## config.mk

```make
export PLATFORM = sky130hd
export DESIGN_NAME = fpr_wb_flat
export DESIGN_NICKNAME = d
export VERILOG_FILES = /design/src/rtl/cpu_params_pkg.sv /design/src/rtl/fpr_wb_if.sv /design/src/rtl/fpr_wb_fifo.sv /design/src/rtl/fpr_wb.sv /design/src/flat_wrapper.sv
export SDC_FILE = /design/constraint.sdc
export NUM_CORES = 1
export LEC_CHECK = 0
export BUFFER_PORTS_ARGS = -buffer_cell sky130_fd_sc_hd__buf_2
export CORE_UTILIZATION = 50
export CTS_CLUSTER_SIZE = 20
export DETAILED_ROUTE_END_ITERATION = 10
export GPL_ROUTABILITY_DRIVEN = 0
export GPL_TIMING_DRIVEN = 1
export PLACE_DENSITY = 0.79
export SLEW_MARGIN = 25
export SYNTH_ARGS = -nofsm -noshare
export SYNTH_HDL_FRONTEND = slang
export SYNTH_SLANG_ARGS = --single-unit
```

## constraint.sdc

```tcl
create_clock -name clk_in -period 3.7 [get_ports clk_in]
set_input_delay 0.37 -clock clk_in [delete_from_list [all_inputs] [get_ports clk_in]]
set_output_delay 0.37 -clock clk_in [all_outputs]
set_load 0.005 [all_outputs]
```

## src/rtl/cpu_params_pkg.sv

```systemverilog
// CPU-wide parameters plus the FP write-back FIFO entry type.
// Build option: FPR_WB_FFLAGS_EN adds exception flags to each FIFO entry.
package cpu_params_pkg;

    localparam int unsigned MAX_FPR = 32;
    localparam int unsigned FLEN    = 32;
    localparam int unsigned FPR_AW  = $clog2(MAX_FPR);

    typedef struct packed {
        logic [FPR_AW-1:0] addr;
        logic [FLEN-1:0]   data;
`ifdef FPR_WB_FFLAGS_EN
        logic [4:0]        fflags;
`endif
    } fpr_wb_ent_t;

endpackage

```

## src/rtl/fpr_wb_if.sv

```systemverilog
// FBUS write port into the FP register file.
interface FBUS_intf;
    import cpu_params_pkg::*;

    logic              Fd_wr;
    logic [FPR_AW-1:0] Fd_addr;
    logic [FLEN-1:0]   Fd_data;

    modport master (output Fd_wr, output Fd_addr, output Fd_data);
    modport slave  (input  Fd_wr, input  Fd_addr, input  Fd_data);
endinterface

```

## src/rtl/fpr_wb_fifo.sv

```systemverilog
// Synchronous FIFO for long-latency results; head is only visible the cycle
// after a push into an empty FIFO. Pointers carry one extra wrap bit.
module fpr_wb_fifo
    import cpu_params_pkg::*;
#(
    parameter int unsigned DEPTH = 4
) (
    input  logic        clk_i,
    input  logic        rst_i,
    input  logic        push_i,
    input  logic        pop_i,
    input  fpr_wb_ent_t wr_ent_i,
    output fpr_wb_ent_t head_o,
    output logic        full_o,
    output logic        empty_o
);
    localparam int unsigned IW = $clog2(DEPTH);
    localparam int unsigned PW = IW + 1;

    logic [PW-1:0] wr_ptr_q, wr_ptr_d;
    logic [PW-1:0] rd_ptr_q, rd_ptr_d;
    logic          do_push, do_pop;
    fpr_wb_ent_t   mem_q [DEPTH];

    assign empty_o = (wr_ptr_q == rd_ptr_q);
    assign full_o  = (wr_ptr_q[PW-1] != rd_ptr_q[PW-1]) &&
                     (wr_ptr_q[IW-1:0] == rd_ptr_q[IW-1:0]);
    assign head_o  = mem_q[rd_ptr_q[IW-1:0]];

    // Guarded handshake and pointer advance.
    always_comb begin
        do_push  = push_i && !full_o;
        do_pop   = pop_i && !empty_o;
        wr_ptr_d = wr_ptr_q + PW'(do_push);
        rd_ptr_d = rd_ptr_q + PW'(do_pop);
    end

    // Pointer registers.
    always_ff @(posedge clk_i) begin
        if (rst_i) begin
            wr_ptr_q <= '0;
            rd_ptr_q <= '0;
        end else begin
            wr_ptr_q <= wr_ptr_d;
            rd_ptr_q <= rd_ptr_d;
        end
    end

    // Storage; contents are don't-care until written.
    always_ff @(posedge clk_i) begin
        if (do_push) begin
            mem_q[wr_ptr_q[IW-1:0]] <= wr_ent_i;
        end
    end

endmodule

```

## src/rtl/fpr_wb.sv

```systemverilog
// FP write-back stage: merges pipeline results (priority) and buffered
// long-latency results onto the FBUS write port, and tracks outstanding
// long-latency destinations for decode hazard stalls.
// Build option: FPR_WB_FFLAGS_EN adds pipe/lat fflags inputs, fflags_clr and
// the sticky fflags_acc output.
module fpr_wb
    import cpu_params_pkg::*;
#(
    parameter int unsigned QDEPTH = 4
) (
    input  logic               clk_in,
    input  logic               reset_in,
    input  logic               pipe_wr,
    input  logic [FPR_AW-1:0]  pipe_Fd_addr,
    input  logic [FLEN-1:0]    pipe_Fd_data,
    input  logic               lat_issue,
    input  logic [FPR_AW-1:0]  lat_issue_Fd,
    input  logic               lat_valid,
    output logic               lat_ready,
    input  logic [FPR_AW-1:0]  lat_Fd_addr,
    input  logic [FLEN-1:0]    lat_Fd_data,
`ifdef FPR_WB_FFLAGS_EN
    input  logic [4:0]         lat_fflags,
    input  logic [4:0]         pipe_fflags,
    input  logic               fflags_clr,
    output logic [4:0]         fflags_acc,
`endif
    output logic [MAX_FPR-1:0] fpr_pend,
    FBUS_intf.master           fpr_bus
);
    logic               wr_q, wr_d;
    logic [FPR_AW-1:0]  addr_q, addr_d;
    logic [FLEN-1:0]    data_q, data_d;
    logic [MAX_FPR-1:0] pend_q, pend_d;
    logic               pop, full, empty;
    fpr_wb_ent_t        push_ent, head;
`ifdef FPR_WB_FFLAGS_EN
    logic [4:0]         acc_q, acc_d, new_flags;
`endif

    always_comb begin
        push_ent.addr = lat_Fd_addr;
        push_ent.data = lat_Fd_data;
`ifdef FPR_WB_FFLAGS_EN
        push_ent.fflags = lat_fflags;
`endif
    end

    fpr_wb_fifo #(.DEPTH(QDEPTH)) u_fifo (
        .clk_i    (clk_in),
        .rst_i    (reset_in),
        .push_i   (lat_valid),
        .pop_i    (pop),
        .wr_ent_i (push_ent),
        .head_o   (head),
        .full_o   (full),
        .empty_o  (empty)
    );

    assign lat_ready       = !full;
    assign fpr_pend        = pend_q;
    assign fpr_bus.Fd_wr   = wr_q;
    assign fpr_bus.Fd_addr = addr_q;
    assign fpr_bus.Fd_data = data_q;
`ifdef FPR_WB_FFLAGS_EN
    assign fflags_acc      = acc_q;
`endif

    // Arbitration (pipeline first), scoreboard update (set beats clear).
    always_comb begin
        wr_d   = 1'b0;
        addr_d = addr_q;
        data_d = data_q;
        pop    = 1'b0;
        pend_d = pend_q;
`ifdef FPR_WB_FFLAGS_EN
        new_flags = 5'd0;
`endif
        if (pipe_wr) begin
            wr_d   = 1'b1;
            addr_d = pipe_Fd_addr;
            data_d = pipe_Fd_data;
`ifdef FPR_WB_FFLAGS_EN
            new_flags = pipe_fflags;
`endif
        end else if (!empty) begin
            pop    = 1'b1;
            wr_d   = 1'b1;
            addr_d = head.addr;
            data_d = head.data;
            pend_d[head.addr] = 1'b0;
`ifdef FPR_WB_FFLAGS_EN
            new_flags = head.fflags;
`endif
        end
        if (lat_issue) begin
            pend_d[lat_issue_Fd] = 1'b1;
        end
`ifdef FPR_WB_FFLAGS_EN
        acc_d = (fflags_clr ? 5'd0 : acc_q) | new_flags;
`endif
    end

    // Registered write port and scoreboard.
    always_ff @(posedge clk_in) begin
        if (reset_in) begin
            wr_q   <= 1'b0;
            addr_q <= '0;
            data_q <= '0;
            pend_q <= '0;
`ifdef FPR_WB_FFLAGS_EN
            acc_q  <= 5'd0;
`endif
        end else begin
            wr_q   <= wr_d;
            addr_q <= addr_d;
            data_q <= data_d;
            pend_q <= pend_d;
`ifdef FPR_WB_FFLAGS_EN
            acc_q  <= acc_d;
`endif
        end
    end

    // Decode must not issue to a register still pending, unless it retires now.
    a_no_double_issue: assert property (@(posedge clk_in) disable iff (reset_in)
        lat_issue |-> (!pend_q[lat_issue_Fd] || (pop && head.addr == lat_issue_Fd)));

endmodule

```

## src/flat_wrapper.sv

```systemverilog
// flat-port wrapper written by rule: the top's interface ports become plain ports
module fpr_wb_flat import cpu_params_pkg::*;
#(
    parameter int unsigned QDEPTH = 4
)
  (clk_in, reset_in, pipe_wr, pipe_Fd_addr, pipe_Fd_data, lat_issue, lat_issue_Fd, lat_valid, lat_ready, lat_Fd_addr, lat_Fd_data, fpr_pend, fpr_bus_Fd_wr, fpr_bus_Fd_addr, fpr_bus_Fd_data);
  FBUS_intf fpr_bus_i ();
  input  logic clk_in;
  input  logic reset_in;
  input  logic pipe_wr;
  input  logic [FPR_AW-1:0] pipe_Fd_addr;
  input  logic [FLEN-1:0] pipe_Fd_data;
  input  logic lat_issue;
  input  logic [FPR_AW-1:0] lat_issue_Fd;
  input  logic lat_valid;
  output logic lat_ready;
  input  logic [FPR_AW-1:0] lat_Fd_addr;
  input  logic [FLEN-1:0] lat_Fd_data;
  output logic [MAX_FPR-1:0] fpr_pend;
  output wire logic [$bits(fpr_bus_i.Fd_wr)-1:0] fpr_bus_Fd_wr;
  output wire logic [$bits(fpr_bus_i.Fd_addr)-1:0] fpr_bus_Fd_addr;
  output wire logic [$bits(fpr_bus_i.Fd_data)-1:0] fpr_bus_Fd_data;
  assign fpr_bus_Fd_wr = fpr_bus_i.Fd_wr;
  assign fpr_bus_Fd_addr = fpr_bus_i.Fd_addr;
  assign fpr_bus_Fd_data = fpr_bus_i.Fd_data;
  fpr_wb #(.QDEPTH(QDEPTH)) u_core (.clk_in(clk_in), .reset_in(reset_in), .pipe_wr(pipe_wr), .pipe_Fd_addr(pipe_Fd_addr), .pipe_Fd_data(pipe_Fd_data), .lat_issue(lat_issue), .lat_issue_Fd(lat_issue_Fd), .lat_valid(lat_valid), .lat_ready(lat_ready), .lat_Fd_addr(lat_Fd_addr), .lat_Fd_data(lat_Fd_data), .fpr_pend(fpr_pend), .fpr_bus(fpr_bus_i));
endmodule
```

==> metrics, run 1 <==
Rel. slew slack 34.7%; number of vias in the routed layout roughly 5.7k; syn nets between 600 and 700; Distinct cells, synth 35; Multi-input gate area approximately 0.0027 mm²; Initial Util roughly 51%; Core Rows 48; most numerous cell in the Yosys netlist edfxtp_1; delay-heaviest family, CP simple AND/OR/NAND/NOR gates; fraction of registers with async set/reset 0%; Detail Route met3 WL roughly 1800 µm; Reg clk slew, reported paths ~60 ps; Post-Syn Area between 0.008 and 0.009 mm²; CP max stage delay 660 ps; global-route wire length before repair between 30000 and 40000 µm; Die Wd between 100 and 150 µm; Final Cycle Share between 60 and 70%; mean post-synth cell area about 15 µm²; drt drc 0; Top FF cell, synth edfxtp_1; CTS Buf Count 23; DR WL/cell ~20 µm; layout cells sized above 1 a little over a third; Reg area between 0.005 and 0.006 mm²; Crit. End Element register; H-tree level count 1; Critical Path Source Type register; P&R area growth vs syn 19.4%; CP max-delay cell and3_2; total of max-cap violations 0; largest net degree at the start of global routing just over 70; final setup violation count 0; IO buf count 154; highest routing layer actually used met5; RSZ-0062 raised after global routing false; status completed; Congestion Overflow GR 0; Peak VDD IR around 0.00046 V; DRC violation total after the first TritonRoute iteration ~370; PD cells 590 mW/mm²; maximum clock path buffer count 3; post-synthesis register bit count 224; number of global-route vias before repair between 5k and 6k; chip height between 100 and 150 µm; top cell type's share of synthesized area between 50% and 60%; crit-path max FO 21; Cell Chain, Critical Path xnor2_1 -> and3_2 -> buf_4 -> mux2i_1 -> a211oi_1; Core Box Area 0.0172 mm²; Post-CTS Resized 0; postcts setup bufs 0; hold buffer count at CTS 0; initial antenna violation count 7; Fmax about 0.4 GHz; # clock sinks roughly 220; Buf/Inv on CP 1; DP Worst Slack ~1300 ps; wire length on met1 between 7000 and 8000 µm; Crit Path Class reg -> reg; DRT Pass-1 Iters 5; Pleak around 4 nW; vias per cell 5.86; Worst Skew roughly 16 ps; Synth area leader edfxtp_1; synth cell count leaders 148 x edfxtp_1, 76 x dfxtp_1, 55 x nor2_1; FILL cells about 1.3k; root buffer cell clkbuf_16; DP HPWL 12700 µm; clk_lat worst skew roughly 510 ps; Worst-Margin Slew ~980 ps; Hold Crit Class in -> reg; Final ANT Viol Nets 0; CTS tree yes; synth top area cells edfxtp_1 50%, dfxtp_1 17%, mux4_2 9.2%, mux2i_1 4.7%, a211oi_1 3.1%; I/O pins approximately 160; setup ws final around 1300 ps; register area share after synthesis between 60% and 70%; Die Area 0.0182 mm²; Worst Hold Slack between 70 and 80 ps; Hold Fails Final Rpt 0; number of flops mapped to enable cells by yosys 148; post-layout min period 2430 ps; Synthesis Warnings 0; overall power around 6.2 mW; Crit path required time 4030 ps; final max-slew violation count 0; Total Nets Final slightly above 800; GRT Util Overall 22.2%; Routed Wire Length between 15000 and 20000 µm; WP data arrival roughly 2800 ps; WL met2 approximately 10000 µm; Mapped Cells ~580
-- layer usage --
metal	vias to the layer above	track usage [%]
met1	2783	27.1
met5	-	0
met2	299	37.9
met4	6	8.18
met3	40	5.78
li1	2576	-
-- cell families after synthesis --
family | after synthesis | share of synthesized area, %
DFF | 224 | 67.6
and+or+nand+nor | 119 | 6.98
AOI/OAI and AO/OA | 103 | 7.66
muxes | 80 | 14.4
buffers and inverters | 44 | 2.27
xor gates and xnor gates | 5 | 0.496
adders and majority gates | 4 | 0.567
-- area by class of cell --
cell class	count	area share [%]
Clock inverter	9	0.927
Inverter	4	0.154
Tap cell	225	2.67
Antenna cell	4	0.0950
Clock buffer	33	6.01
Multi-Input combinational cell	311	25.4
Timing Repair Buffer	164	8.03
Sequential cell	224	56.7
-- sequential cells by signal, summed over array words and instances, names as in the netlist --
name / cells
u_core.fpr_bus.Fd_addr: 5
u_core.fpr_bus.Fd_data: 32
u_core.fpr_bus.Fd_wr: 1
u_core.fpr_pend: 32
u_core.u_fifo.mem_q: 148
u_core.u_fifo.rd_ptr_q: 3
u_core.u_fifo.wr_ptr_q: 3
-- path summary, 6_finish.rpt --
| path | slack [ps] | startpoint | to | cells after the start |
|---|---|---|---|---|
| worst min register to register | 470 | u_core.fpr_pend[29] | u_core.fpr_pend[29] | 2 |
| worst max register to register | 1270 | u_core.u_fifo.rd_ptr_q[0] | u_core.fpr_bus.Fd_data[14] | 5 |
| worst min-delay path | 70 | lat_Fd_data[19] | u_core.u_fifo.mem_q[3][19] | 1 |
| worst max-delay path | 1270 | u_core.u_fifo.rd_ptr_q[0] | u_core.fpr_bus.Fd_data[14] | 5 |
-- metrics by stage --
stage	util (%)	area, µm²	instances	TNS, ps
CTS	61.0	10500	970	0
finish	61.1	10500	974	0
floorplan	-	8820	579	-30160
detailed placement	56.8	9790	928	0
global placement	56.8	9790	928	0
global route	61.1	10500	972	0
-- worst reg2reg max path, delay by kind of cell (launching register included) --
kind,cells,cell delay (ps)
and+or+nand+nor,1,660
DFF,1,510
buffers and inverters,1,470
muxes,1,310
xor gates and xnor gates,1,210
AOI/OAI and AO/OA,1,100
-- placed cells by master (no fill, tap or decap), types with 3 or more instances in the layout --
master and count:
buf_4 10, mux4_2 36, a211oi_1 37, nand2_1 3, buf_2 154, nand3b_1 5
ha_1 4, clkinv_1 3, nor3_1 15, o41ai_1 16, a21oi_1 48, clkinv_2 3
xnor2_1 5, diode_2 4, dfxtp_1 74, nor2b_1 5, or3b_2 4, clkbuf_1 8
mux2i_1 41, nand2b_1 4, clkbuf_16 23, or2_2 13, edfxtp_1 148, nor2_1 55
-- where the power goes --
| part | switching, mW | internal [mW] | total (mW) |
|---|---|---|---|
| sequential | 0.0845 | 2.83 | 2.91 |
| combinational | 0.592 | 0.489 | 1.08 |
| clock | 0.896 | 1.33 | 2.23 |
Note: power is estimated with default switching activity, not from simulation.
==> run 2, diff against run 1 <==
--- a/config.mk
+++ b/config.mk
@@ -11,7 +11,7 @@
 export DETAILED_ROUTE_END_ITERATION = 10
 export GPL_ROUTABILITY_DRIVEN = 0
 export GPL_TIMING_DRIVEN = 1
-export PLACE_DENSITY = 0.79
+export PLACE_DENSITY = 0.77
 export SLEW_MARGIN = 25
 export SYNTH_ARGS = -nofsm -noshare
 export SYNTH_HDL_FRONTEND = slang
==> constraint.sdc (replaced) <==
create_clock -name clk_in -period 2.45 [get_ports clk_in]
set_input_delay 0.245 -clock clk_in [delete_from_list [all_inputs] [get_ports clk_in]]
set_output_delay 0.245 -clock clk_in [all_outputs]
set_load 0.005 [all_outputs]
==> run 2 against run 1 <==
Fmax grew 10%. Die area unchanged. Via count rose by 4.7%. First-iteration DRC count decreased by 12%. Clock power grew 74%. Final cell count is 5.7% higher. Critical path type unchanged. Utilization grew 4.1 points. Sequential share of layout area down 3.5 points. Global-route usage grew 1.2 points. Register-to-register slack worse by 1000 ps. Hold slack lost 62 ps.
==> metrics, run 2 (synthesis gave the netlist of run 1 again) <==
drt drc 0; Finished Cell Area roughly 0.011 mm²; WL met2 roughly 11000 µm; DP Worst Slack 252 ps; post-layout min period between 2000 and 2500 ps; root buffer cell clkbuf_16; Logic pwr share roughly 18%; Worst Skew 9.04 ps; Crit Path Class reg -> reg; Core Util, Final 65.2%; largest net degree at the start of global routing 41; Worst Setup SP u_core.u_fifo.rd_ptr_q[0]; postcts setup bufs 0; most common cell after layout, fill and taps aside buf_2; # clock sinks roughly 220; beginning of the worst register-to-register path u_core.u_fifo.rd_ptr_q[0]; final setup violation count 0; Die Wd around 130 µm; number of vias in the routed layout 5970; number of global-route vias before repair between 6k and 7k; Initial Util approximately half; Total Nets Final 875; Reg clk slew, reported paths ~70 ps; CTS tree yes; # diodes 0; Crit path required time 2840 ps; wire length on met1 slightly above 8000 µm; DRC violation total after the first TritonRoute iteration between 300 and 400; most frequent cells in the layout 154 x buf_2, 148 x edfxtp_1, 74 x dfxtp_1; Min-Delay Startpoint pipe_Fd_data[25]; RSZ-0062 raised after global routing false; vias per cell just under 6; Final Cycle Share around 90%; Hold Fails Final Rpt 0; Congestion Overflow GR 0; clk_lat worst skew between 500 and 600 ps; WP data arrival approximately 2600 ps; sw frac about 25%; Pint 7.51 mW; clock share of power between 30 and 40%; Hold Crit Class in -> reg; worst r2r path cells 4; IO buf count between 150 and 200; crit-path max FO 16; initial antenna violation count 0; DRT Pass-1 Iters 4; layout cells sized above 1 a little over a third; maximum clock path buffer count 3; Die Area 0.0182 mm²; reg2reg setup slack ~250 ps; Detail Route met3 WL around 1700 µm; RR Endpoint u_core.fpr_pend[16]; Rel. slew slack between 60% and 70%; Final ANT Viol Nets 0; Peak VDD IR slightly above 0.0008 V; status completed; Seq pwr share a little over two fifths; GRT Util Overall 23.3%; Core Rows 48; P&R area growth vs syn 27.4%; H-tree level count 1; highest routing layer actually used met4; total of max-cap violations 0; global-route wire length before repair 32400 µm; Critical Path Source Type register; DP HPWL roughly 13000 µm; Sw Pwr 2.55 mW; Pleak between 4 and 5 nW; PD cells 895 mW/mm²; dpl cell area between 0.009 and 0.01 mm²; Crit. End Element register; chip height around 130 µm; CTS Buf Count 24; Core Box Area ~0.017 mm²; Worst-Margin Slew about 540 ps; final max-slew violation count 0; I/O pins 155; Fmax around 0.45 GHz; max reg flops between 100 and 150; Routed Wire Length approximately 21000 µm; DR WL/cell 20.4 µm; CP endpoint u_core.fpr_pend[16]; setup ws final 246 ps
run 2: cell types whose count changed in the layout (fill, tap and decap cells not counted), sizes merged:
cell / change
diode: -4
dlygate4sd3: +47
clkbuf: -8
clkinvlp: +2
inv: +2
buf: +11
bufinv: +3
clkinv: +3
run 2: power groups by stage:
| stage | clock network [mW] | registers [mW] | logic, mW |
|---|---|---|---|
| 2_1_floorplan | 0 | 4.43 | 1.21 |
| 3_3_place_gp | 0 | 4.44 | 1.66 |
| 3_5_place_dp | 0 | 4.46 | 1.71 |
| 4_1_cts | 3.93 | 4.39 | 1.79 |
| 5_1_grt | 4.08 | 4.41 | 1.92 |
| 6_report | 3.88 | 4.39 | 1.79 |
run 2: cell type report:
| type | instances | area, µm² |
|---|---|---|
| Fill cell | 1187 | 6000 |
| Sequential cell | 224 | 5970 |
| Multi-Input combinational cell | 311 | 2690 |
| Timing Repair Buffer | 222 | 1410 |
| Clock buffer | 25 | 626 |
| Tap cell | 225 | 282 |
| Clock inverter | 19 | 239 |
| Inverter | 4 | 15.0 |
run 2: critical path: stages, from the launching register on:
cell,delay (ps)
dfxtp_4,460
mux4_2,570
a311o_2,530
o41ai_1,400
a21oi_1,120
run 2: routing by layer:
layer | global-route usage (%) | vias to the layer above
met4 | 8.49 | 0
met3 | 4.39 | 51
met1 | 28.7 | 2916
met2 | 41.1 | 314
met5 | 0 | -
li1 | - | 2689
run 2: worst min-delay path by stage:
stage | cells past startpoint | to
2_1_floorplan | 0 | u_core.u_fifo.mem_q[0][0]
3_3_place_gp | 1 | u_core.u_fifo.mem_q[2][30]
3_5_place_dp | 1 | u_core.u_fifo.mem_q[1][3]
4_1_cts | 3 | u_core.fpr_bus.Fd_data[13]
5_1_grt | 3 | u_core.fpr_bus.Fd_data[8]
6_report | 3 | u_core.fpr_bus.Fd_data[25]
run 2: metrics by stage:
stage	hold slack, ps	std cells	total power, mW	setup TNS (ps)
2_1_floorplan	344	579	5.64	-34120
3_3_place_gp	456	939	6.11	0
3_5_place_dp	463	939	6.18	0
4_1_cts	0.863	1030	10.1	0
5_1_grt	19.2	1030	10.4	0
6_report	10.1	1030	10.1	0
run 2: what timing repair did:
action	in CTS	in global routing
gates resized for setup	0	0
hold endpoints to repair	158	0
hold buffers	47	0
==> run 3, diff against run 2 <==
--- a/config.mk
+++ b/config.mk
@@ -7,11 +7,12 @@
 export LEC_CHECK = 0
 export BUFFER_PORTS_ARGS = -buffer_cell sky130_fd_sc_hd__buf_2
 export CORE_UTILIZATION = 50
+export CTS_CLUSTER_DIAMETER = 30
 export CTS_CLUSTER_SIZE = 20
 export DETAILED_ROUTE_END_ITERATION = 10
 export GPL_ROUTABILITY_DRIVEN = 0
 export GPL_TIMING_DRIVEN = 1
-export PLACE_DENSITY = 0.77
+export PLACE_DENSITY = 0.82
 export SLEW_MARGIN = 25
 export SYNTH_ARGS = -nofsm -noshare
 export SYNTH_HDL_FRONTEND = slang
==> constraint.sdc (replaced) <==
create_clock -name clk_in -period 1.9 [get_ports clk_in]
set_input_delay 0.19 -clock clk_in [delete_from_list [all_inputs] [get_ports clk_in]]
set_output_delay 0.19 -clock clk_in [all_outputs]
set_load 0.005 [all_outputs]
==> run 3 against run 2 <==
The run now ends with setup timing left. Non-clock buffer count is 42 higher. Critical path depth is 1 higher. Critical path type unchanged. Fmax is 12% higher. Flip-flop and latch count stayed put. First-iteration DRC count is 44% higher. Clock skew is 20 ps higher.
==> metrics, run 3 (synthesis gave the netlist of run 1 again) <==
CTS Buf Count 39; GRT Util Overall a little over a quarter; total of max-cap violations 0; Pint roughly 11 mW; Core Rows between 40 and 50; Die Area ~0.018 mm²; Logic pwr share 18.5%; initial antenna violation count 2; Multi-input gate area just under 0.003 mm²; PD cells about 1200 mW/mm²; Total Nets Final around 930; global-route wire length before repair around 37000 µm; met2 usage about half; RR Endpoint u_core.fpr_pend[25]; reg2reg setup slack -70 ps; Finished Cell Area 0.0125 mm²; Reg area around 0.006 mm²; P&R area growth vs syn 41.8%; FILL cells 970; layout cells sized above 1 approximately two fifths; worst hold endpoint u_core.fpr_bus.Fd_addr[4]; clock share of power 44.9%; vias per cell between 5 and 6; overall power between 15 and 20 mW; Crit path required time 2280 ps; final max-slew violation count 0; setup ws final -67.9 ps; failing checks setup timing; drt drc 0; DP Worst Slack -138 ps; largest net degree at the start of global routing between 70 and 80; Routed Wire Length around 25000 µm; Final TNS setup -639 ps; status complete, but fails checks; Final Cycle Share 104%; Fmax approximately 0.51 GHz; IO buf count approximately 150; Hold Fails Final Rpt 0; DP HPWL 13700 µm; Hold Crit Class in -> reg; beginning of the worst register-to-register path u_core.u_fifo.rd_ptr_q[0]; chip height 135 µm; # clock sinks about 220; DRT Pass-1 Iters 5; M1 GR Usage between 20 and 30%; Seq pwr share a little over a third; Min-Delay Startpoint pipe_Fd_addr[4]; max reg flops about 150; most frequent cells in the layout 154 x buf_2, 148 x edfxtp_1, 72 x dlygate4sd3_1, 72 x dfxtp_1, 55 x nor2_1; Initial Util about half; Crit. End Element register; DRC violation total after the first TritonRoute iteration approximately 470; Rel. slew slack around 58%; Critical Path Source Type register; Die Wd about 130 µm; dpl cell area 0.0102 mm²; sw frac about a quarter; final setup violation count 13; Sw Pwr 4.05 mW; post-layout min period a little under 2000 ps; Worst Skew approximately 29 ps; root buffer cell clkbuf_16; WP data arrival about 2300 ps; number of vias in the routed layout between 6k and 7k; most common cell after layout, fill and taps aside buf_2; worst r2r path cells 5; DR WL/cell approximately 22 µm; Hold Crit Depth 3; clk_lat worst skew approximately 520 ps; Core Box Area roughly 0.017 mm²; Congestion Overflow GR 0; Peak VDD IR between 0.001 and 0.0015 V; I/O pins between 150 and 200; Pleak 4.74 nW; met3 usage ~6.6%; Crit Path Class reg -> reg; Worst-Margin Slew 634 ps; Most Crowded Layer GR met2; Final ANT Viol Nets 0; maximum clock path buffer count 3; crit-path max FO 8; RSZ-0062 raised after global routing true; number of global-route vias before repair roughly 6.8k; H-tree level count 2; CTS tree yes; Reg clk slew, reported paths around 50 ps
run 3: cell type report:
type | count | share of cell area [%]
sequential | 224 | 47.8
multi-input combinational | 312 | 23.7
timing repair buffer | 264 | 15.5
clock buffer | 46 | 8.17
clock inverter | 25 | 2.44
tap | 225 | 2.25
inverter | 4 | 0.120
antenna | 2 | 0.0400
run 3: metrics by stage:
step | utilization, % | cells | hold WS, ps
2_1_floorplan | - | 579 | 289
3_3_place_gp | 59.4 | 953 | 400
3_5_place_dp | 59.4 | 953 | 409
4_1_cts | 71.7 | 1097 | 2.80
5_1_grt | 72.5 | 1100 | 28.6
6_report | 72.5 | 1102 | 10.3
run 3: metal layers:
layer  vias to the layer above  part of all wire, %  wire length (µm)
met2                       377                   55             13400
met4                         0                  2.6               641
met3                        65                  7.6              1860
met5                         -                    0                 0
met1                      3194                   35              8610
li1                       2819                    -                 -
run 3: timing repair:
item,CTS,global route
pin swaps,4,6
setup endpoints to repair,37,95
endpoints found under the hold margin,183,0
cloned,1,0
hold buffers,72,0
gates resized for setup,15,19
setup buffers,0,3
run 3: how the worst max path moves through the flow:
stage / start / slack (ps) / endpoint / cells past startpoint
floorplan: u_core.u_fifo.rd_ptr_q[0] / -370 / u_core.u_fifo.mem_q[2][0] / 5
global placement: u_core.u_fifo.rd_ptr_q[0] / -40 / u_core.fpr_pend[20] / 5
detailed placement: u_core.u_fifo.rd_ptr_q[0] / -140 / u_core.fpr_pend[4] / 5
CTS: u_core.u_fifo.rd_ptr_q[0] / -50 / u_core.fpr_pend[16] / 5
global route: u_core.u_fifo.rd_ptr_q[0] / -100 / u_core.fpr_pend[0] / 5
finish: u_core.u_fifo.rd_ptr_q[0] / -70 / u_core.fpr_pend[25] / 5
run 3: worst max-delay path, cell delays in order (launching register included):
cell	delay (ps)
dfxtp_4	370
mux4_2	540
a311o_2	430
buf_12	180
o41ai_4	230
a21oi_2	90
run 3: power by group through the flow:
| stage | clock network, mW | logic, mW | registers (mW) |
|---|---|---|---|
| after global placement | 0 | 2.37 | 5.70 |
| after global routing | 7.25 | 3.03 | 5.68 |
| final | 6.96 | 2.87 | 5.66 |
| after detailed placement | 0 | 2.43 | 5.73 |
| after CTS | 6.97 | 2.68 | 5.64 |
| after floorplan | 0 | 1.65 | 5.71 |
